$ cat config.mk
export PLATFORM = sky130hd
export DESIGN_NAME = lab2_proc_bypass_scoreboard
export DESIGN_NICKNAME = d
export VERILOG_FILES = /design/src/rtl/lab2_proc_sb_pkg.sv /design/src/rtl/lab2_proc_sb_src_sel.sv /design/src/rtl/lab2_proc_bypass_scoreboard.sv
export SDC_FILE = /design/constraint.sdc
export NUM_CORES = 1
export LEC_CHECK = 0
export BUFFER_PORTS_ARGS = -buffer_cell sky130_fd_sc_hd__buf_2
export CORE_MARGIN = 5
export CORE_UTILIZATION = 50
export CTS_BUF_LIST = sky130_fd_sc_hd__clkbuf_2
export DETAILED_ROUTE_END_ITERATION = 8
export PLACE_DENSITY_LB_ADDON = 0.1
export RECOVER_POWER = 100
export SYNTH_ARGS = -nofsm -noshare
export SYNTH_HDL_FRONTEND = slang
export SYNTH_HIERARCHICAL = 1
export SYNTH_SLANG_ARGS = --single-unit
export TNS_END_PERCENT = 50
$ cat constraint.sdc
create_clock -name clk -period 7.3 [get_ports clk]
set_clock_uncertainty 0.15 [all_clocks]
set_input_delay 1.46 -clock clk [delete_from_list [all_inputs] [get_ports clk]]
set_output_delay 1.46 -clock clk [all_outputs]
set_load 0.02 [all_outputs]
$ cat src/rtl/lab2_proc_sb_pkg.sv
// Shared types and encodings for the TinyRV2 bypass/hazard scoreboard.
// Optional statistics counters are enabled with LAB2_PROC_SCOREBOARD_STATS_EN.
package lab2_proc_sb_pkg;

    localparam int SB_AW = 5;

    localparam logic [1:0] WK_ALU  = 2'd0;
    localparam logic [1:0] WK_LOAD = 2'd1;
    localparam logic [1:0] WK_IMUL = 2'd2;

    localparam logic [1:0] OP1_SEL_W  = 2'd0;
    localparam logic [1:0] OP1_SEL_M  = 2'd1;
    localparam logic [1:0] OP1_SEL_X  = 2'd2;
    localparam logic [1:0] OP1_SEL_RF = 2'd3;

    localparam logic [1:0] OP2_SEL_RF = 2'd0;
    localparam logic [1:0] OP2_SEL_W  = 2'd1;
    localparam logic [1:0] OP2_SEL_M  = 2'd2;
    localparam logic [1:0] OP2_SEL_X  = 2'd3;

    typedef struct packed {
        logic             val;
        logic             wen;
        logic [SB_AW-1:0] waddr;
        logic [1:0]       wkind;
    } sb_entry_t;

    // Stage that supplies an operand, independent of the op1/op2 mux encodings.
    typedef enum logic [1:0] {
        SRC_RF = 2'd0,
        SRC_X  = 2'd1,
        SRC_M  = 2'd2,
        SRC_W  = 2'd3
    } sb_src_e;

    function automatic logic [1:0] op1_enc(input sb_src_e s);
        case (s)
            SRC_X:   return OP1_SEL_X;
            SRC_M:   return OP1_SEL_M;
            SRC_W:   return OP1_SEL_W;
            default: return OP1_SEL_RF;
        endcase
    endfunction

    function automatic logic [1:0] op2_enc(input sb_src_e s);
        case (s)
            SRC_X:   return OP2_SEL_X;
            SRC_M:   return OP2_SEL_M;
            SRC_W:   return OP2_SEL_W;
            default: return OP2_SEL_RF;
        endcase
    endfunction

endpackage

$ cat src/rtl/lab2_proc_sb_src_sel.sv
// Resolves one D-stage source operand against the X/M/W scoreboard entries,
// youngest first, returning the supplying stage and whether D must stall.
module lab2_proc_sb_src_sel
    import lab2_proc_sb_pkg::*;
(
    input  logic [SB_AW-1:0] src,
    input  logic             src_en,
    input  sb_entry_t        ent_x,
    input  sb_entry_t        ent_m,
    input  sb_entry_t        ent_w,
    input  logic             imul_resp_val_X,
    output logic             stall,
    output sb_src_e          sel
);

    logic w_live;
    logic w_hit_x;
    logic w_hit_m;
    logic w_hit_w;

    // x0 is hard-wired to zero, so it never depends on an in-flight writer.
    assign w_live  = src_en && (src != '0);
    assign w_hit_x = w_live && ent_x.val && ent_x.wen && (ent_x.waddr == src);
    assign w_hit_m = w_live && ent_m.val && ent_m.wen && (ent_m.waddr == src);
    assign w_hit_w = w_live && ent_w.val && ent_w.wen && (ent_w.waddr == src);

    always_comb begin
        // NOTE: every always_comb output gets a default first so no path leaves it unassigned (no latch).
        stall = 1'b0;
        sel   = SRC_RF;
        if (w_hit_x) begin
            sel = SRC_X;
            if (ent_x.wkind == WK_LOAD) begin
                stall = 1'b1;
            end else if (ent_x.wkind == WK_IMUL) begin
                stall = !imul_resp_val_X;
            end
        end else if (w_hit_m) begin
            sel = SRC_M;
        end else if (w_hit_w) begin
            sel = SRC_W;
        end
    end

endmodule

$ cat src/rtl/lab2_proc_bypass_scoreboard.sv
// Hazard/bypass controller for the 5-stage TinyRV2 pipeline: tracks X/M/W writers,
// drives D-stage bypass selects, RAW stall and W-stage regfile write controls.
// Define LAB2_PROC_SCOREBOARD_STATS_EN to add the stall_cnt/byp_cnt statistics ports.
module lab2_proc_bypass_scoreboard
    import lab2_proc_sb_pkg::*;
#(
    parameter int p_nregs   = 32,
    parameter int p_stats_w = 32
) (
    input  logic                       clk,
    input  logic                       reset,
    input  logic                       val_D,
    input  logic [$clog2(p_nregs)-1:0] rs1_D,
    input  logic [$clog2(p_nregs)-1:0] rs2_D,
    input  logic                       rs1_en_D,
    input  logic                       rs2_en_D,
    input  logic [$clog2(p_nregs)-1:0] rd_D,
    input  logic                       rf_wen_D,
    input  logic [1:0]                 wkind_D,
    input  logic                       issue_D,
    input  logic                       kill_X,
    input  logic                       adv_X,
    input  logic                       adv_M,
    input  logic                       adv_W,
    input  logic                       imul_resp_val_X,
    output logic [1:0]                 op1_byp_sel_D,
    output logic [1:0]                 op2_byp_sel_D,
    output logic                       stall_byp_D,
    output logic [$clog2(p_nregs)-1:0] rf_waddr_W,
`ifdef LAB2_PROC_SCOREBOARD_STATS_EN
    output logic [p_stats_w-1:0]       stall_cnt,
    output logic [p_stats_w-1:0]       byp_cnt,
`endif
    output logic                       rf_wen_W
);

    sb_entry_t r_ent_x;
    sb_entry_t r_ent_m;
    sb_entry_t r_ent_w;
    sb_entry_t w_ent_d;

    logic    w_op1_stall;
    logic    w_op2_stall;
    sb_src_e w_op1_src;
    sb_src_e w_op2_src;

    assign w_ent_d = '{val: val_D, wen: rf_wen_D, waddr: rd_D, wkind: wkind_D};

    // NOTE: sequential state uses non-blocking assignments so all three stages shift from pre-edge values.
    always_ff @(posedge clk or negedge reset) begin
        if (!reset) begin
            r_ent_x <= '0;
            r_ent_m <= '0;
            r_ent_w <= '0;
        end else begin
            // A same-cycle issue overrides kill: the old X is dropped, D is loaded.
            if (issue_D) begin
                r_ent_x <= w_ent_d;
            end else if (adv_X || kill_X) begin
                r_ent_x.val <= 1'b0;
            end

            if (adv_X && !kill_X) begin
                r_ent_m <= r_ent_x;
            end else if (adv_M) begin
                r_ent_m.val <= 1'b0;
            end

            if (adv_M) begin
                r_ent_w <= r_ent_m;
            end else if (adv_W) begin
                r_ent_w.val <= 1'b0;
            end
        end
    end

    lab2_proc_sb_src_sel u_op1_sel (
        .src             (rs1_D),
        .src_en          (rs1_en_D),
        .ent_x           (r_ent_x),
        .ent_m           (r_ent_m),
        .ent_w           (r_ent_w),
        .imul_resp_val_X (imul_resp_val_X),
        .stall           (w_op1_stall),
        .sel             (w_op1_src)
    );

    lab2_proc_sb_src_sel u_op2_sel (
        .src             (rs2_D),
        .src_en          (rs2_en_D),
        .ent_x           (r_ent_x),
        .ent_m           (r_ent_m),
        .ent_w           (r_ent_w),
        .imul_resp_val_X (imul_resp_val_X),
        .stall           (w_op2_stall),
        .sel             (w_op2_src)
    );

    assign op1_byp_sel_D = op1_enc(w_op1_src);
    assign op2_byp_sel_D = op2_enc(w_op2_src);
    assign stall_byp_D   = val_D && (w_op1_stall || w_op2_stall);

    assign rf_wen_W   = r_ent_w.val && r_ent_w.wen;
    assign rf_waddr_W = r_ent_w.val ? r_ent_w.waddr : '0;

`ifdef LAB2_PROC_SCOREBOARD_STATS_EN
    logic [p_stats_w-1:0] r_stall_cnt;
    logic [p_stats_w-1:0] r_byp_cnt;
    logic [1:0]           w_byp_n;

    assign w_byp_n = {1'b0, w_op1_src != SRC_RF} + {1'b0, w_op2_src != SRC_RF};

    always_ff @(posedge clk or negedge reset) begin
        if (!reset) begin
            r_stall_cnt <= '0;
            r_byp_cnt   <= '0;
        end else begin
            if (stall_byp_D) begin
                r_stall_cnt <= r_stall_cnt + 1'b1;
            end
            if (issue_D) begin
                r_byp_cnt <= r_byp_cnt + {{(p_stats_w-2){1'b0}}, w_byp_n};
            end
        end
    end

    assign stall_cnt = r_stall_cnt;
    assign byp_cnt   = r_byp_cnt;
`endif

endmodule

==> flow_summary.ini, run 1 <==
[setup_path]
cpMaxStageDelayCell = o41ai_1
cp.arrival_ns = 3.62
criticalPathCategory = input port to output port
critPathLaunch = rs2_D[1]
slowest_delay_ns = 0.58
reg2reg_to = r_ent_m[2]
path_max_fanout = 4
startpoint_type = input port
rr_startpoint = r_ent_x[2]
reg2regPathDepth = 1
crit_chain = buf_2 > or4_4 > o21ai_4 > nor4_2 > o41ai_1 > inv_1 > ha_1 > nor2_1 > clkbuf_1
crit_path_end = op2_byp_sel_D[0]
end_kind = output port
r2r_setup_slack_ns = 6.27
required_ns = 5.69

[clock_network]
cts_max_level = 1
ctsResizeCount = 0
post_cts_buffers = 0
clk_pin_slew_worst_paths_ns = 0.21
clock-sinks = 23
cts_buffers = 3
cts_root_buffer = clkbuf_2
clock_path_buffers = 2
cts_tree = done
worstSkewPairLatency_ns = 0.33
ctsHoldBuffers = 0

[floorplan]
die_h_um = 65.21
die_x_um = 65.21
start_util_pct = 51.18
pin_count = 40
rows = 20
die-area_mm2 = 0.004252
core_mm2 = 0.002978

[min_path]
min_path_type = register to register
hold_depth = 1

[flow_run]
drv_cap = 0

[timing]
finalCritPeriodShare_pct = 71.67
finalHoldViolations = 0
worst_slack_ns = 2.068
setup_viol = 0
maxSlewHeadroom_pct = 16.35
tns_ns = 0
max_freq_ghz = 0.1911
drv_slew = 0
rsz0062_at_grt = no
tightest_slew_ns = 1.255
fin_crit_ns = 5.232
fin_hold_ws_ns = 0.4119

[global_route]
track_usage_pct = 16.21
grt_start_max_net_pins = 24
antenna_found_initial = 0
grt_pass1_vias = 1177
grt-ovfl-total = 0
grt_pass1_wl_mm = 5.416

[synthesis]
syn_avg_cell_area_um2 = 11.29
syn_area_mm2 = 0.001524
syn_inst = 135
syn_nets = 167
yosys_warnings = 6

[status]
outcome = finished clean

[power_and_ir_drop]
power.leakage_nw = 0.6788
p_per_area_mw_per_mm2 = 182.8
p_total_w = 0.0003095
ir_worst_vdd_mv = 0.1046

[route]
ant_nets = 0
vias = 1110
drt-wirelength-per-cell_um = 15.60
first_pass_iters = 4
drcViolationCount = 0
via_per_inst = 5.337
first_iter_violations = 67
routed_wl_mm = 3.244

[placed_design]
port_buffers = 39
hpwl_mm = 2.665
dp_slack_ns = 2.264
place.gp.congestion = 0.9243

[cells_and_area]
fill_cells = 280
fin_util_pct = 56.85
antenna_cells = 0
drive_gt1_share_pct = 32.57
finalNetCount = 208
area_growth_pct = 11.08
==> critical path: cells and delay by family <==
| family | cells | cell delay (ns) |
|---|---|---|
| buf+inv | 3 | 0.46 |
| simple gates | 3 | 0.72 |
| compound gates | 2 | 0.76 |
| fa+ha+maj | 1 | 0.21 |
==> registers in the layout (all words and copies together), names as in the netlist <==
name / flops
r_ent_x: 9
r_ent_w: 7
r_ent_m: 7
==> cell type report <==
cell class                 instances  area (um2)  area share (%)
clock buffer                       3       15.01          0.8869
multi-input combinational        102       845.8           49.96
clock inverter                     1       5.005          0.2956
timing repair buffer              39       183.9           10.86
tap                               33       41.29           2.439
sequential                        23       575.6           34.00
inverter                           7       26.28           1.552
==> how the worst min path moves through the flow <==
| stage | endpoint | slack (ns) | from |
|---|---|---|---|
| after floorplan | r_ent_w[8] | 0.35 | r_ent_m[8] |
| after CTS | r_ent_x[1] | 0.42 | r_ent_x[1] |
| after detailed placement | r_ent_w[8] | 0.37 | r_ent_m[8] |
| final | r_ent_x[1] | 0.41 | r_ent_x[1] |
| after global routing | r_ent_x[1] | 0.46 | r_ent_x[1] |
| after global placement | r_ent_x[1] | 0.37 | r_ent_x[1] |
==> per-stage QoR <==
step,area [um2],std cells
final,1693,208
after global routing,1693,208
after CTS,1759,208
after detailed placement,1739,204
after global placement,1739,204
after floorplan,1524,135
==> power breakdown <==
part / internal, W / switching, W / total [W]
clock network: 0.0000124 / 0.0000378 / 0.0000502
registers: 0.000147 / 0.0000279 / 0.000175
logic: 0.0000487 / 0.0000355 / 0.0000842
==> placed cells by master, fill, tap and decap left out, drive strengths merged <==
cell type and instances:
xor2 2, nor2 4, or3 2, nor2b 1, inv 7, mux2 20
o41ai 3, o21ai 3, clkbuf 12, dfrtp 23, a21oi 2, nand2b 2
and2 6, mux2i 1, nor3 4, nand2 4, xnor2 28, o21a 3
nor4 2, ha 3, or4 2, clkinv 1, nand4 6, nand3 4
buf 30
==> metal layers <==
layer  vias up  wire length, um  global-route usage (%)
met3         2              234                   2.906
met4         0               11                   5.181
met2        32             1509                   26.93
met5         -                0                       0
met1       524             1488                   21.32
li1        552                -                       -
(Power assumes the default switching activity.)
==> run 2: changes to the inputs <==
--- a/config.mk
+++ b/config.mk
@@ -5,6 +5,7 @@
 export SDC_FILE = /design/constraint.sdc
 export NUM_CORES = 1
 export LEC_CHECK = 0
+export ABC_AREA = 1
 export BUFFER_PORTS_ARGS = -buffer_cell sky130_fd_sc_hd__buf_2
 export CORE_MARGIN = 5
 export CORE_UTILIZATION = 50
==> constraint.sdc (replaced) <==
create_clock -name clk -period 5.4 [get_ports clk]
set_clock_uncertainty 0.15 [all_clocks]
set_input_delay 1.08 -clock clk [delete_from_list [all_inputs] [get_ports clk]]
set_output_delay 1.08 -clock clk [all_outputs]
set_load 0.02 [all_outputs]
==> flow_summary.ini, run 2 <==
[route]
via_per_inst = 4.655
vias = 1848
first_pass_iters = 4
first_iter_violations = 115
drt-wirelength-per-cell_um = 11.12
drcViolationCount = 0
routed_wl_mm = 4.413
ant_nets = 0

[global_route]
track_usage_pct = 17.54
grt_pass1_wl_mm = 7.196
grt_pass1_vias = 1630
antenna_found_initial = 0
grt_start_max_net_pins = 24
grt-ovfl-total = 0

[cells_and_area]
top_register = r_ent_x
fin_util_pct = 56.30
finalNonFillerCells = 397
drive_gt1_share_pct = 13.18
largest_registers = r_ent_x: 9 flops, r_ent_m: 7 flops, r_ent_w: 7 flops
finalNetCount = 382
final_cell_area_mm2 = 0.002046
fill_cells = 411
area_growth_pct = 10.03
final_common_cell = nand2_1
final_cell_mix = 113 x nand2_1, 52 x inv_1, 41 x nor2_1
largest_register_ffs = 9
antenna_cells = 0

[setup_path]
path_max_fanout = 5
reg2reg_to = r_ent_x[6]
required_ns = 4.17
r2r_setup_slack_ns = 4.43
end_kind = output port
rr_startpoint = r_ent_x[6]
criticalPathCategory = input port to output port
cp.arrival_ns = 2.51
reg2regPathDepth = 2
startpoint_type = input port

[placed_design]
port_buffers = 39
hpwl_mm = 3.472
place.gp.congestion = 0.8489
dpl_cell_area_mm2 = 0.002049
dp.cells = 393

[min_path]
hold_end = r_ent_x[0]
hold_start = r_ent_x[0]
min_path_type = register to register
hold_depth = 2

[flow_run]
drv_cap = 0

[timing]
drv_slew = 0
finalHoldViolations = 0
maxSlewHeadroom_pct = 20.30
finalCritPeriodShare_pct = 69.32
fin_crit_ns = 3.743
tightest_slew_ns = 1.195
tns_ns = 0
max_freq_ghz = 0.2671
setup_viol = 0
rsz0062_at_grt = no
fin_hold_ws_ns = 0.4088

[clock_network]
cts_root_buffer = clkbuf_2
clock_path_buffers = 2
cts_max_level = 1
clk_pin_slew_worst_paths_ns = 0.20
cts_buffers = 3
ctsResizeCount = 0
post_cts_buffers = 0
ctsHoldBuffers = 0
cts_tree = done
clock-sinks = 23
worstSkewPairLatency_ns = 0.33

[power_and_ir_drop]
p_per_area_mw_per_mm2 = 198.4
power.leakage_nw = 1.191
ir_worst_vdd_mv = 0.1702

[floorplan]
core_mm2 = 0.003633
rows = 22
die-area_mm2 = 0.005038
die_h_um = 70.98
start_util_pct = 51.17
pin_count = 40
die_x_um = 70.98

[synthesis]
yosys_warnings = 6
syn_inst = 311
syn_avg_cell_area_um2 = 5.978
syn_nets = 343
syn_area_mm2 = 0.001859

[status]
outcome = finished clean
## run 2: changes by cell type in the layout (fill, tap and decap cells not counted), sizes merged, moves of 6 or more
cell,previous run,this run
nor2,4,42
and2,6,0
inv,7,61
nand2,4,115
o21ai,3,20
nand3,4,25
nand4,6,0
mux2,20,0
xnor2,28,0
## run 2: worst max path at each step
stage | startpoint | end | slack, ns | cells after the start
after floorplan | rs2_D[4] | op2_byp_sel_D[0] | 2.01 | 9
after global placement | rs2_D[3] | op2_byp_sel_D[0] | 1.76 | 13
after detailed placement | rs2_D[3] | op2_byp_sel_D[0] | 1.76 | 13
after CTS | rs2_D[3] | op2_byp_sel_D[0] | 1.75 | 13
after global routing | rs2_D[3] | op2_byp_sel_D[0] | 1.44 | 12
final | rs2_D[3] | op2_byp_sel_D[0] | 1.66 | 12
## run 2: through the flow
step           total power [W]  setup slack (ns)
6_report             0.0004058             1.657
5_1_grt              0.0004370             1.441
4_1_cts              0.0004095             1.749
3_5_place_dp         0.0003402             1.757
3_3_place_gp         0.0003389             1.760
2_1_floorplan        0.0003004             2.009
## run 2: per-layer routing
metal | GRT usage, % | vias to the layer above | part of all wire (%)
li1 | - | 1005 | -
met3 | 1.420 | 10 | 4.8
met2 | 29.35 | 38 | 46
met5 | 0 | - | 0
met4 | 6.263 | 0 | 2.0
met1 | 23.69 | 795 | 47
## run 2: power by group
group | leakage (nW) | switching, W | total, W | internal (W)
clock network | 0.0166 | 0.0000508 | 0.0000704 | 0.0000196
logic | 0.884 | 0.0000643 | 0.000107 | 0.0000425
registers | 0.290 | 0.0000371 | 0.000229 | 0.000192
## run 2: final cells by class
cell class,instances,area [um2],share of cell area [%]
clock buffers,4,20.02,0.9786
inverters,63,236.5,11.56
well taps,48,60.06,2.936
multi-input cells,220,973.4,47.58
repair buffers,39,180.2,8.807
flip-flops and latches,23,575.6,28.13
## run 2: worst max-delay path: stages
cell      delay (ns)
buf_2           0.12
inv_1           0.14
nor2_1          0.06
nor2_1          0.09
nand2_1         0.06
nor2_1          0.11
nand3_1         0.10
a21oi_1         0.18
inv_1           0.08
ha_1            0.18
nor2_1          0.09
clkbuf_1        0.23
